===== config.mk =====
export PLATFORM = sky130hd
export DESIGN_NAME = led_pattern_sequencer
export DESIGN_NICKNAME = d
export VERILOG_FILES = /design/src/rtl/led_pattern_sequencer.sv
export SDC_FILE = /design/constraint.sdc
export NUM_CORES = 1
export LEC_CHECK = 0
export ABC_AREA = 0
export CAP_MARGIN = 20
export CORE_ASPECT_RATIO = 0.6
export CORE_MARGIN = 1
export CORE_UTILIZATION = 34
export DETAILED_ROUTE_END_ITERATION = 6
export PLACE_DENSITY_LB_ADDON = 0.05
export SLEW_MARGIN = 20
export SYNTH_ARGS = -nofsm -noshare
export SYNTH_HDL_FRONTEND = slang
export SYNTH_SLANG_ARGS = --single-unit

===== constraint.sdc =====
create_clock -name clk -period 2.3 [get_ports clk]
set_input_delay 0.46 -clock clk [delete_from_list [all_inputs] [get_ports clk]]
set_output_delay 0.46 -clock clk [all_outputs]
set_load 0.02 [all_outputs]

===== src/rtl/led_pattern_sequencer.sv =====
// led_pattern_sequencer
//   Advances an LED pattern (shift, bounce, fill or blink) by one step for each
//   accepted step tick. leds and cycle_done are registered outputs; cycle_done
//   pulses for one clock after the step that completes a full pattern period.
module led_pattern_sequencer #(
  parameter int LED_COUNT = 8
) (
  input  logic                 clk,
  input  logic                 reset,
  input  logic                 step,
  input  logic                 enable,
  input  logic [1:0]           mode,
  input  logic                 mode_we,
  output logic [LED_COUNT-1:0] leds,
  output logic                 cycle_done
);

  localparam int POS_W = $clog2(LED_COUNT);
  localparam int CNT_W = $clog2(LED_COUNT + 1);

  localparam logic [POS_W-1:0]     POS_MAX  = POS_W'(LED_COUNT - 1);
  localparam logic [CNT_W-1:0]     CNT_MAX  = CNT_W'(LED_COUNT);
  localparam logic [LED_COUNT-1:0] LED_ONE  = LED_COUNT'(1);
  localparam logic [LED_COUNT-1:0] LED_ALL  = {LED_COUNT{1'b1}};
  localparam logic [LED_COUNT-1:0] LED_NONE = '0;

  typedef enum logic [1:0] {
    MODE_SHIFT  = 2'd0,
    MODE_BOUNCE = 2'd1,
    MODE_FILL   = 2'd2,
    MODE_BLINK  = 2'd3
  } mode_e;

  typedef enum logic {
    DIR_UP   = 1'b0,
    DIR_DOWN = 1'b1
  } dir_e;

  mode_e                mode_q, mode_d;
  mode_e                mode_in;
  dir_e                 dir_q, dir_d;
  logic [POS_W-1:0]     pos_q, pos_d;
  logic [CNT_W-1:0]     cnt_q, cnt_d;
  logic                 phase_q, phase_d;
  logic [LED_COUNT-1:0] leds_q, leds_d;
  logic                 cycle_done_q, cycle_done_d;

  assign mode_in = mode_e'(mode);

  // Next-state and next-output logic: mode load beats an accepted step, else hold.
  always_comb begin
    // NOTE: every variable gets a default before any branch so that no path
    // leaves one unassigned, which would otherwise infer a latch.
    mode_d       = mode_q;
    dir_d        = dir_q;
    pos_d        = pos_q;
    cnt_d        = cnt_q;
    phase_d      = phase_q;
    leds_d       = leds_q;
    cycle_done_d = 1'b0;

    if (mode_we) begin
      // Restart the newly selected pattern; a coincident step is dropped.
      mode_d  = mode_in;
      dir_d   = DIR_UP;
      pos_d   = '0;
      cnt_d   = '0;
      phase_d = (mode_in == MODE_BLINK);
      case (mode_in)
        MODE_SHIFT:  leds_d = LED_ONE;
        MODE_BOUNCE: leds_d = LED_ONE;
        MODE_FILL:   leds_d = LED_NONE;
        MODE_BLINK:  leds_d = LED_ALL;
        default:     leds_d = LED_ONE;
      endcase
    end else if (step && enable) begin
      case (mode_q)
        MODE_SHIFT: begin
          if (pos_q == POS_MAX) begin
            pos_d        = '0;
            cycle_done_d = 1'b1;
          end else begin
            pos_d = pos_q + 1'b1;
          end
          leds_d = LED_ONE << pos_d;
        end

        MODE_BOUNCE: begin
          // Direction flips as an endpoint is reached, so each endpoint is
          // lit for exactly one step before the walk turns around.
          if (dir_q == DIR_UP) begin
            pos_d = pos_q + 1'b1;
            if (pos_d == POS_MAX) begin
              dir_d = DIR_DOWN;
            end
          end else begin
            pos_d = pos_q - 1'b1;
            if (pos_d == '0) begin
              dir_d        = DIR_UP;
              cycle_done_d = 1'b1;
            end
          end
          leds_d = LED_ONE << pos_d;
        end

        MODE_FILL: begin
          if (cnt_q == CNT_MAX) begin
            cnt_d        = '0;
            cycle_done_d = 1'b1;
          end else begin
            cnt_d = cnt_q + 1'b1;
          end
          // Equivalent to ((1 << cnt) - 1) taken LED_COUNT+1 bits wide: a shift
          // by LED_COUNT empties the mask, so the inverse lights every LED.
          leds_d = ~(LED_ALL << cnt_d);
        end

        MODE_BLINK: begin
          phase_d      = ~phase_q;
          cycle_done_d = phase_q;
          leds_d       = phase_d ? LED_ALL : LED_NONE;
        end

        default: begin
          leds_d = leds_q;
        end
      endcase
    end
  end

  // State and output registers with asynchronous active-low reset.
  always_ff @(posedge clk or negedge reset) begin
    if (!reset) begin
      mode_q       <= MODE_SHIFT;
      dir_q        <= DIR_UP;
      pos_q        <= '0;
      cnt_q        <= '0;
      phase_q      <= 1'b0;
      leds_q       <= LED_ONE;
      cycle_done_q <= 1'b0;
    end else begin
      // NOTE: non-blocking assignments here so every register samples the
      // pre-edge values computed by the combinational block.
      mode_q       <= mode_d;
      dir_q        <= dir_d;
      pos_q        <= pos_d;
      cnt_q        <= cnt_d;
      phase_q      <= phase_d;
      leds_q       <= leds_d;
      cycle_done_q <= cycle_done_d;
    end
  end

  assign leds       = leds_q;
  assign cycle_done = cycle_done_q;

endmodule


Word-level counts from Yosys, hierarchy flattened
Index checks and enable logic that the tools add are counted.

Register bits: 20. Bits of input ports: 7. Output and inout port bits: 9. Logic and storage cells: 77.

Add/subtract/negate cells: 3. Equal/unequal tests: 9. Shift operators: 3. Multiplexer cells: 39. Bitwise logic cells: 2. Reduce and logical (&&, ||, !) cells: 14.

Operator list (count): case mux 8 bit (4 select lines) (1); 2-to-1 mux 3 bit (10); 2-to-1 mux 4 bit (7); 2-to-1 mux 8 bit (3); case mux 8 bit (3 select lines) (1); << shifter 1 x 3 -> 8 bit, first input constant (2); 2-to-1 mux 1 bit (15); equality test 2 bit, second input constant (4); inverter 8 bit (1); AND reduction 2 bit (4); nonzero test 2 bit (4); << shifter 8 x 4 -> 8 bit, first input constant (1); equality test 3 bit, second input constant (2); case mux 3 bit (2 select lines) (1); adder 4 x 1 -> 4 bit, second input constant (1); equality test 2 x 1 -> 1 bit, second input constant (2); equality test 4 bit, second input constant (1); logical NOT 2 bit (2); case mux 1 bit (4 select lines) (1); adder 3 x 1 -> 3 bit, second input constant (1); logical NOT 3 bit (1); nonzero test 3 bit (1); subtractor 3 x 1 -> 3 bit, second input constant (1); OR reduction 2 bit (1); other kinds (2) (2).

Logic depth before layout (Yosys ltp)
Gate-level depths: netlist of run 1.

Depth after elaboration: 10. Depth in mapped cells: 7. Mapped depth without buffers: 7.

Least setup slack after synthesis of run 1
No wires, ideal clock.

Kind: register -> register. Start: reg pos_q[0]. End: reg leds_q[0] (netlist: leds[0]). Library setup time: 87 ps. Arrival: 1626 ps. Data required time: 2213 ps. Setup slack: 586 ps. Stages on the path, launching flop included: 8. Buffers on the path: 0. Period minus slack after synthesis: 1714 ps. Path through: dfrtp_1 > inv_1 > ha_1 > inv_1 > xnor2_2 > o21ai_1 > a2111oi_2 > a21oi_1.

Longest elaborated chain between the ends: 9. Elaborated cells between the ends (all ways): 16. Those cells by class: add/sub: 2; eq/ne: 1; shift: 2; mux: 11.

Ends and longest elaborated chain: from (decl) (line 42) `logic [POS_W-1:0] pos_q, pos_d;`; from (signal assigned) (line 146) `pos_q <= pos_d;`; adder 3 x 1 -> 3 bit (tied with other cells) (line 83, 92); 2-to-1 mux 3 bit, on equally long branches (line 91, 79); 2-to-1 mux 3 bit (line 77) `case (mode_q)`; 2-to-1 mux 3 bit (line 76) `end else if (step && enable) begin`; 2-to-1 mux 3 bit (line 62) `if (mode_we) begin`; << shifter 1 x 3 -> 8 bit, on equally long branches (line 103, 85); case mux 8 bit (4 select lines) * (line 77); 2-to-1 mux 8 bit * (line 76); 2-to-1 mux 8 bit * (line 62); to (signal assigned) (line 149) `leds_q <= leds_d;`; to (decl) (line 45) `logic [LED_COUNT-1:0] leds_q, leds_d;`.

Mark *: on every way between the ends. The rest lies on a longest branch, timed or not. The select of a mux whose other input is x is not followed. A chain may end at the register's enable or synchronous reset.

Worst setup path in the final report of run 1
Start: reg pos_q[0]. End: reg cycle_done_q (netlist: cycle_done).

Longest elaborated chain between the ends: 7. Elaborated cells between the ends (all ways): 9. Those cells by class: add/sub: 1; eq/ne: 1; mux: 6; reduce/logical: 1.

Ends and longest elaborated chain: subtractor 3 x 1 -> 3 bit (line 97) `pos_d = pos_q - 1'b1;`; logical NOT 3 bit (line 98) `if (pos_d == '0) begin`; 2-to-1 mux 1 bit (line 98); 2-to-1 mux 1 bit (line 91) `if (dir_q == DIR_UP) begin`; case mux 1 bit (4 select lines) * (line 77); 2-to-1 mux 1 bit * (line 76); 2-to-1 mux 1 bit * (line 62); named net cycle_done_d (line 46) `logic cycle_done_q, cycle_done_d;`; to (signal assigned) (line 150) `cycle_done_q <= cycle_done_d;`; to (decl) (line 46).

The timed path passes the listed nets; every way through them passes the cells marked *.

==> flow_summary.toml, run 1 <==
[grt]
grt_start_max_net_pins = 21
grt_use_total_pct = 18.2
met1_usage_pct = 29.4
antenna_found_initial = 0
grt_pass1_wl_um = 5500
grt_use_met3_pct = 4.44
grt_use_met2_pct = 24.4
gr-total-overflow = 0
busiest_layer = "met1"
grt_pass1_vias = 1084

[clocking]
numCtsBuffers = 3
cts_resized = 0
post_cts_buffers = 0
clk_latency_ps = 260
clkSinkCount = 20
cts-root-buf = "clkbuf_8"
cts.htree.levels = 1
cts.path.max_buffers = 2
hold_buffers = 0
clkTransAtPathRegs_ps = 80
cts_tree = "yes"

[die]
rows = 17
core_um2 = 3680
ios = 16
start_util_pct = 35.5
die_x_um = 82.1
dieArea_um2 = 4110
die_y_um = 50.0

[routing]
routed_wirelength_um = 3330
drc = 0
dr_total_vias = 1181
firstDrtPassIters = 4
first_iter_violations = 48
drtAntennaViolNets = 0
viasPerCell = 5.47
wl_per_cell_um = 15.4

[worst_setup_path]
required_ps = 2490
cpMaxStageDelayCell = "dfrtp_1"
arrival_ps = 2160
crit_chain = "inv_1 -> ha_1 -> xnor2_1 -> nand3_1 -> nor3b_1 -> a311o_1 -> o311a_1"
reg2reg_depth = 7
cp-start-kind = "flip-flop"
rrSetupSlack_ps = 340
critPathMaxStageDelay_ps = 470
cp-end-kind = "flip-flop"
path_class = "reg -> reg"
cp_max_fo = 7
r2r-end = "cycle_done"
r2r-start = "pos_q[0]"

[final_layout]
fin_util_pct = 42.8
stdcell_count = 216
fin_area_um2 = 1580
n_antenna_cell = 0
fill_cells = 375
final_nets = 185
final_layout_size_suffix_gt1_share_pct = 11.2
area.growth.synth_to_final_pct = 20.5

[place]
place_area_um2 = 1520
io_buffers = 15
dp_hpwl_um = 2520
gp_congestion = 0.823
place_inst = 212

[synth]
yosysTopAreaCell = "dfrtp_1"
ys.flop_type = "dfrtp_1"
netlist-cell-type-count = 42
synth_xor_area_share_pct = 1.91
synth-seq-area-share_pct = 38.4
synth-simple-area-share_pct = 21.5
synth_fa_ha_area_share_pct = 7.66
synth.net_count = 166
synth_top_family_by_area = "compound AO/OA/AOI/OAI gates"
ys_ff_latch = 20
synth_compound_area_share_pct = 24.4
synth_edf_count = 0
post-synth-top-count-cell = "nand2_1"
async_reset_ff_share_pct = 100
syn_inst = 151
yosysWarningCount = 0
yosys-top-cells-area = "dfrtp_1, ha_1, nand2_1"
synth.area.mux_share_pct = 1.53
synth.avg_cell_area_um2 = 8.66
synth_common_cells = "nand2_1, dfrtp_1, a21oi_1, nor2_1, o21ai_0"
syn_area_um2 = 1310
synth_top_area_share_pct = 36.4

[min_path]
hold_class = "in -> async"

[run_status]
outcome = "completed"

[power_and_ir_drop]
pwr-share-seq_pct = 45.8
p_leak_nw = 0.665
switching_power_uw = 272
p_int_uw = 626
ir_worst_vdd_mv = 0.240
fin_total_pwr_uw = 898
pwr-share-clk_pct = 30.4
swShare_pct = 30.3
powerDensity_nw_per_um2 = 570
combPwrFrac_pct = 23.8

[sta]
min_period_over_period_pct = 85.3
fin_crit_ps = 1960
fmax_mhz = 510
hold_violations = 0
fin_tns_setup_ps = 0
maxSlewHeadroom_pct = 70.2
worstMarginPinSlew_ps = 447
drv_slew = 0
finalClockSkew_ps = 3.20
rsz0062_at_grt = "false"
setup_viol_count_final = 0

[flow_run]
maxCapViolations = 0
-- power groups by stage --
stage / clock network, mW / logic [mW] / registers [mW]
global route: 0.291 / 0.235 / 0.416
floorplan: 0 / 0.116 / 0.425
global placement: 0 / 0.215 / 0.416
detailed placement: 0 / 0.213 / 0.417
finish: 0.273 / 0.214 / 0.411
CTS: 0.280 / 0.214 / 0.411
-- state kept, by name, summed over array words and instances, names as in the netlist --
register / cells
leds: 8
cnt_q: 4
pos_q: 3
mode_q: 2
cycle_done: 1
dir_q: 1
phase_q: 1
-- per-layer routing --
metal	vias to the layer above	routed length, um	part of all wire, %
met5	-	0	0
met4	0	0	0
met3	0	146	4.4
met2	37	1340	40
met1	569	1850	55
li1	575	-	-
-- layout by cell type, fill, tap and decap left out, types with 5 or more instances in the layout --
cell type and count:
a21oi_1 13, nand2_1 23, dfrtp_1 19, ha_1 8, nand3_1 5, inv_1 9
o21ai_0 12, a31oi_1 6, nor2_1 12, clkdlybuf4s50_1 15
-- logic make-up after synthesis --
kind of cell    count (synthesis)
flops                          20
buf+inv                        14
xor+xnor                        2
mux                             2
compound gates                 48
fa+ha+maj                       8
simple gates                   57
-- metrics by stage --
step / worst slack (ps) / hold slack, ps
after global placement: 245 / 582
after CTS: 338 / 555
final: 339 / 553
after floorplan: 586 / 164
after global routing: 142 / 563
after detailed placement: 219 / 595
-- layout make-up --
cell class                 count  area, um2  area share (%)
sequential                    20        502            31.9
tap                           47       58.8            3.73
clock buffer                   4       55.1            3.49
timing repair buffer          19        180            11.4
inverter                       9       33.8            2.14
multi-input combinational    117        746            47.3
-- worst max-delay path, delay by kind of cell (launching register included) --
family	cells	cell delay [ps]
AOI/OAI and AO/OA	2	350
DFF	1	470
xor gates and xnor gates	1	250
buffers and inverters	1	130
adders and majority gates	1	240
and+or+nand+nor	2	450
-- how the worst max path moves through the flow --
stage	startpoint	end	slack [ps]	cells after the start
after floorplan	pos_q[0]	leds[0]	590	7
after global placement	step	leds[4]	250	6
after detailed placement	mode_we	leds[4]	220	6
after CTS	pos_q[0]	cycle_done	340	7
after global routing	pos_q[0]	cycle_done	140	7
final	pos_q[0]	cycle_done	340	7
Power figures use the tool's default switching activity.
==> run 2: changes to the inputs <==
--- a/config.mk
+++ b/config.mk
@@ -12,7 +12,7 @@
 export CORE_UTILIZATION = 34
 export DETAILED_ROUTE_END_ITERATION = 6
-export PLACE_DENSITY_LB_ADDON = 0.05
 export SLEW_MARGIN = 20
 export SYNTH_ARGS = -nofsm -noshare
 export SYNTH_HDL_FRONTEND = slang
 export SYNTH_SLANG_ARGS = --single-unit
+export TNS_END_PERCENT = 100
==> constraint.sdc (replaced) <==
create_clock -name clk -period 2.3 [get_ports clk]
set_input_delay 0.345 -clock clk [delete_from_list [all_inputs] [get_ports clk]]
set_output_delay 0.345 -clock clk [all_outputs]
set_load 0.02 [all_outputs]
==> run 2 against run 1 <==
Flip-flop and latch count unchanged. Utilization unchanged. Cell area unchanged. Count of clock-buffer cells in the layout unchanged. Sequential power about the same. Register-to-register slack worse by 40 ps. Non-clock buffer count unchanged. Wire length up 0.60%. Final cell count unchanged. Sequential share of layout area unchanged. Critical path type unchanged. Largest power group unchanged. Highest routed layer is now met4.
==> flow_summary.toml, run 2 (synthesized netlist as in run 1, its figures left out) <==
[clocking]
cts.htree.levels = 1
cts_resized = 0
cts-root-buf = "clkbuf_8"
post_cts_buffers = 0
clk_latency_ps = 260
cts.path.max_buffers = 2
hold_buffers = 0
clkTransAtPathRegs_ps = 80
cts_tree = "yes"
numCtsBuffers = 3
clkSinkCount = 20

[grt]
grt_pass1_vias = 1102
gr-total-overflow = 0
grt_pass1_wl_um = 5480
grt_start_max_net_pins = 21
grt_use_total_pct = 18.0
antenna_found_initial = 0

[routing]
routed_wirelength_um = 3350
viasPerCell = 5.62
drc = 0
wl_per_cell_um = 15.5
firstDrtPassIters = 4
drtAntennaViolNets = 0
first_iter_violations = 84
dr_total_vias = 1213

[die]
start_util_pct = 35.5
die_y_um = 50.0
die_x_um = 82.1
dieArea_um2 = 4110
core_um2 = 3680
ios = 16
rows = 17

[power_and_ir_drop]
pwr-share-seq_pct = 45.8
switching_power_uw = 273
p_int_uw = 626
combPwrFrac_pct = 23.9
pwr-share-clk_pct = 30.3
p_leak_nw = 0.665
swShare_pct = 30.4
powerDensity_nw_per_um2 = 571
ir_worst_vdd_mv = 0.219

[flow_run]
maxCapViolations = 0

[final_layout]
final_layout_size_suffix_gt1_share_pct = 11.2
final_nets = 185
n_antenna_cell = 0
largest_reg_flops = 8
area.growth.synth_to_final_pct = 20.5
fill_cells = 358
layout_commonest_cell = "nand2_1"
final_cell_mix = "nand2_1, dfrtp_1, clkdlybuf4s50_1"

[worst_setup_path]
critPathMaxStageDelay_ps = 480
required_ps = 2500
cp_num_cells = 7
rrSetupSlack_ps = 300
r2r-start = "pos_q[0]"
path_class = "reg -> reg"
crit_chain = "inv_1 -> ha_1 -> xnor2_1 -> nand3_1 -> nor3b_1 -> a311o_1 -> o311a_1"
path_delay_family = "flip-flops"
cp_max_fo = 7
crit_end = "cycle_done"
reg2reg_depth = 7
r2r-end = "cycle_done"
arrival_ps = 2200
cp-start-kind = "flip-flop"
crit_start = "pos_q[0]"
cpMaxStageDelayCell = "dfrtp_1"
critPathBufInv = 1
cp-end-kind = "flip-flop"

[place]
dp_hpwl_um = 2530
io_buffers = 15
gp_congestion = 0.833

[sta]
fin_crit_ps = 2000
hold_slack_ps = 420
min_period_over_period_pct = 86.9
maxSlewHeadroom_pct = 69.1
fmax_mhz = 500
worstMarginPinSlew_ps = 464
drv_slew = 0
setup_viol_count_final = 0
fin_tns_setup_ps = 0
hold_violations = 0
rsz0062_at_grt = "false"
finalClockSkew_ps = 5.54

[run_status]
outcome = "completed"

[min_path]
hold_class = "in -> async"
[run 2: cell counts in the layout (fill, tap and decap cells not counted)]
No cell type changed its count.
[run 2: power groups by stage]
stage | registers (mW) | clock network (mW) | logic [mW]
after detailed placement | 0.417 | 0 | 0.213
after CTS | 0.411 | 0.277 | 0.214
after global routing | 0.416 | 0.291 | 0.236
final | 0.412 | 0.272 | 0.215
after global placement | 0.415 | 0 | 0.211
after floorplan | 0.425 | 0 | 0.116
[run 2: worst register-to-register path: stages (launching register included)]
cell	delay [ps]
dfrtp_1	480
inv_1	140
ha_1	260
xnor2_1	280
nand3_1	120
nor3b_1	310
a311o_1	170
o311a_1	170
[run 2: layout make-up]
| type | instances | area, um2 | share of cell area, % |
|---|---|---|---|
| well taps | 47 | 58.8 | 3.73 |
| multi-input cells | 117 | 746 | 47.3 |
| clock buffers | 4 | 55.1 | 3.49 |
| inverters | 9 | 33.8 | 2.14 |
| repair buffers | 19 | 180 | 11.4 |
| flip-flops and latches | 20 | 502 | 31.9 |
[run 2: worst min path at each step]
| stage | from | to | slack [ps] |
|---|---|---|---|
| 6_report | reset | pos_q[0] | 420 |
| 5_1_grt | reset | pos_q[0] | 450 |
| 3_5_place_dp | leds[7] | leds[7] | 560 |
| 2_1_floorplan | reset | cnt_q[0] | 50 |
| 4_1_cts | reset | pos_q[0] | 430 |
| 3_3_place_gp | leds[3] | leds[3] | 560 |
[run 2: metrics by stage]
step / area (um2) / power, mW / worst slack, ps / utilization, % / std cells
finish: 1580 / 0.899 / 300 / 42.8 / 216
global route: 1580 / 0.943 / 207 / 42.8 / 216
CTS: 1580 / 0.902 / 353 / 42.8 / 216
detailed placement: 1520 / 0.631 / 355 / 41.3 / 212
global placement: 1520 / 0.626 / 435 / 41.3 / 212
floorplan: 1310 / 0.541 / 586 / - / 151
[run 2: per-layer routing]
layer,global-route usage [%],vias to the layer above,routed length (um)
li1,-,575,-
met1,27.7,590,1680
met2,23.8,41,1380
met3,5.37,7,247
met4,4.09,0,42
met5,0,-,0
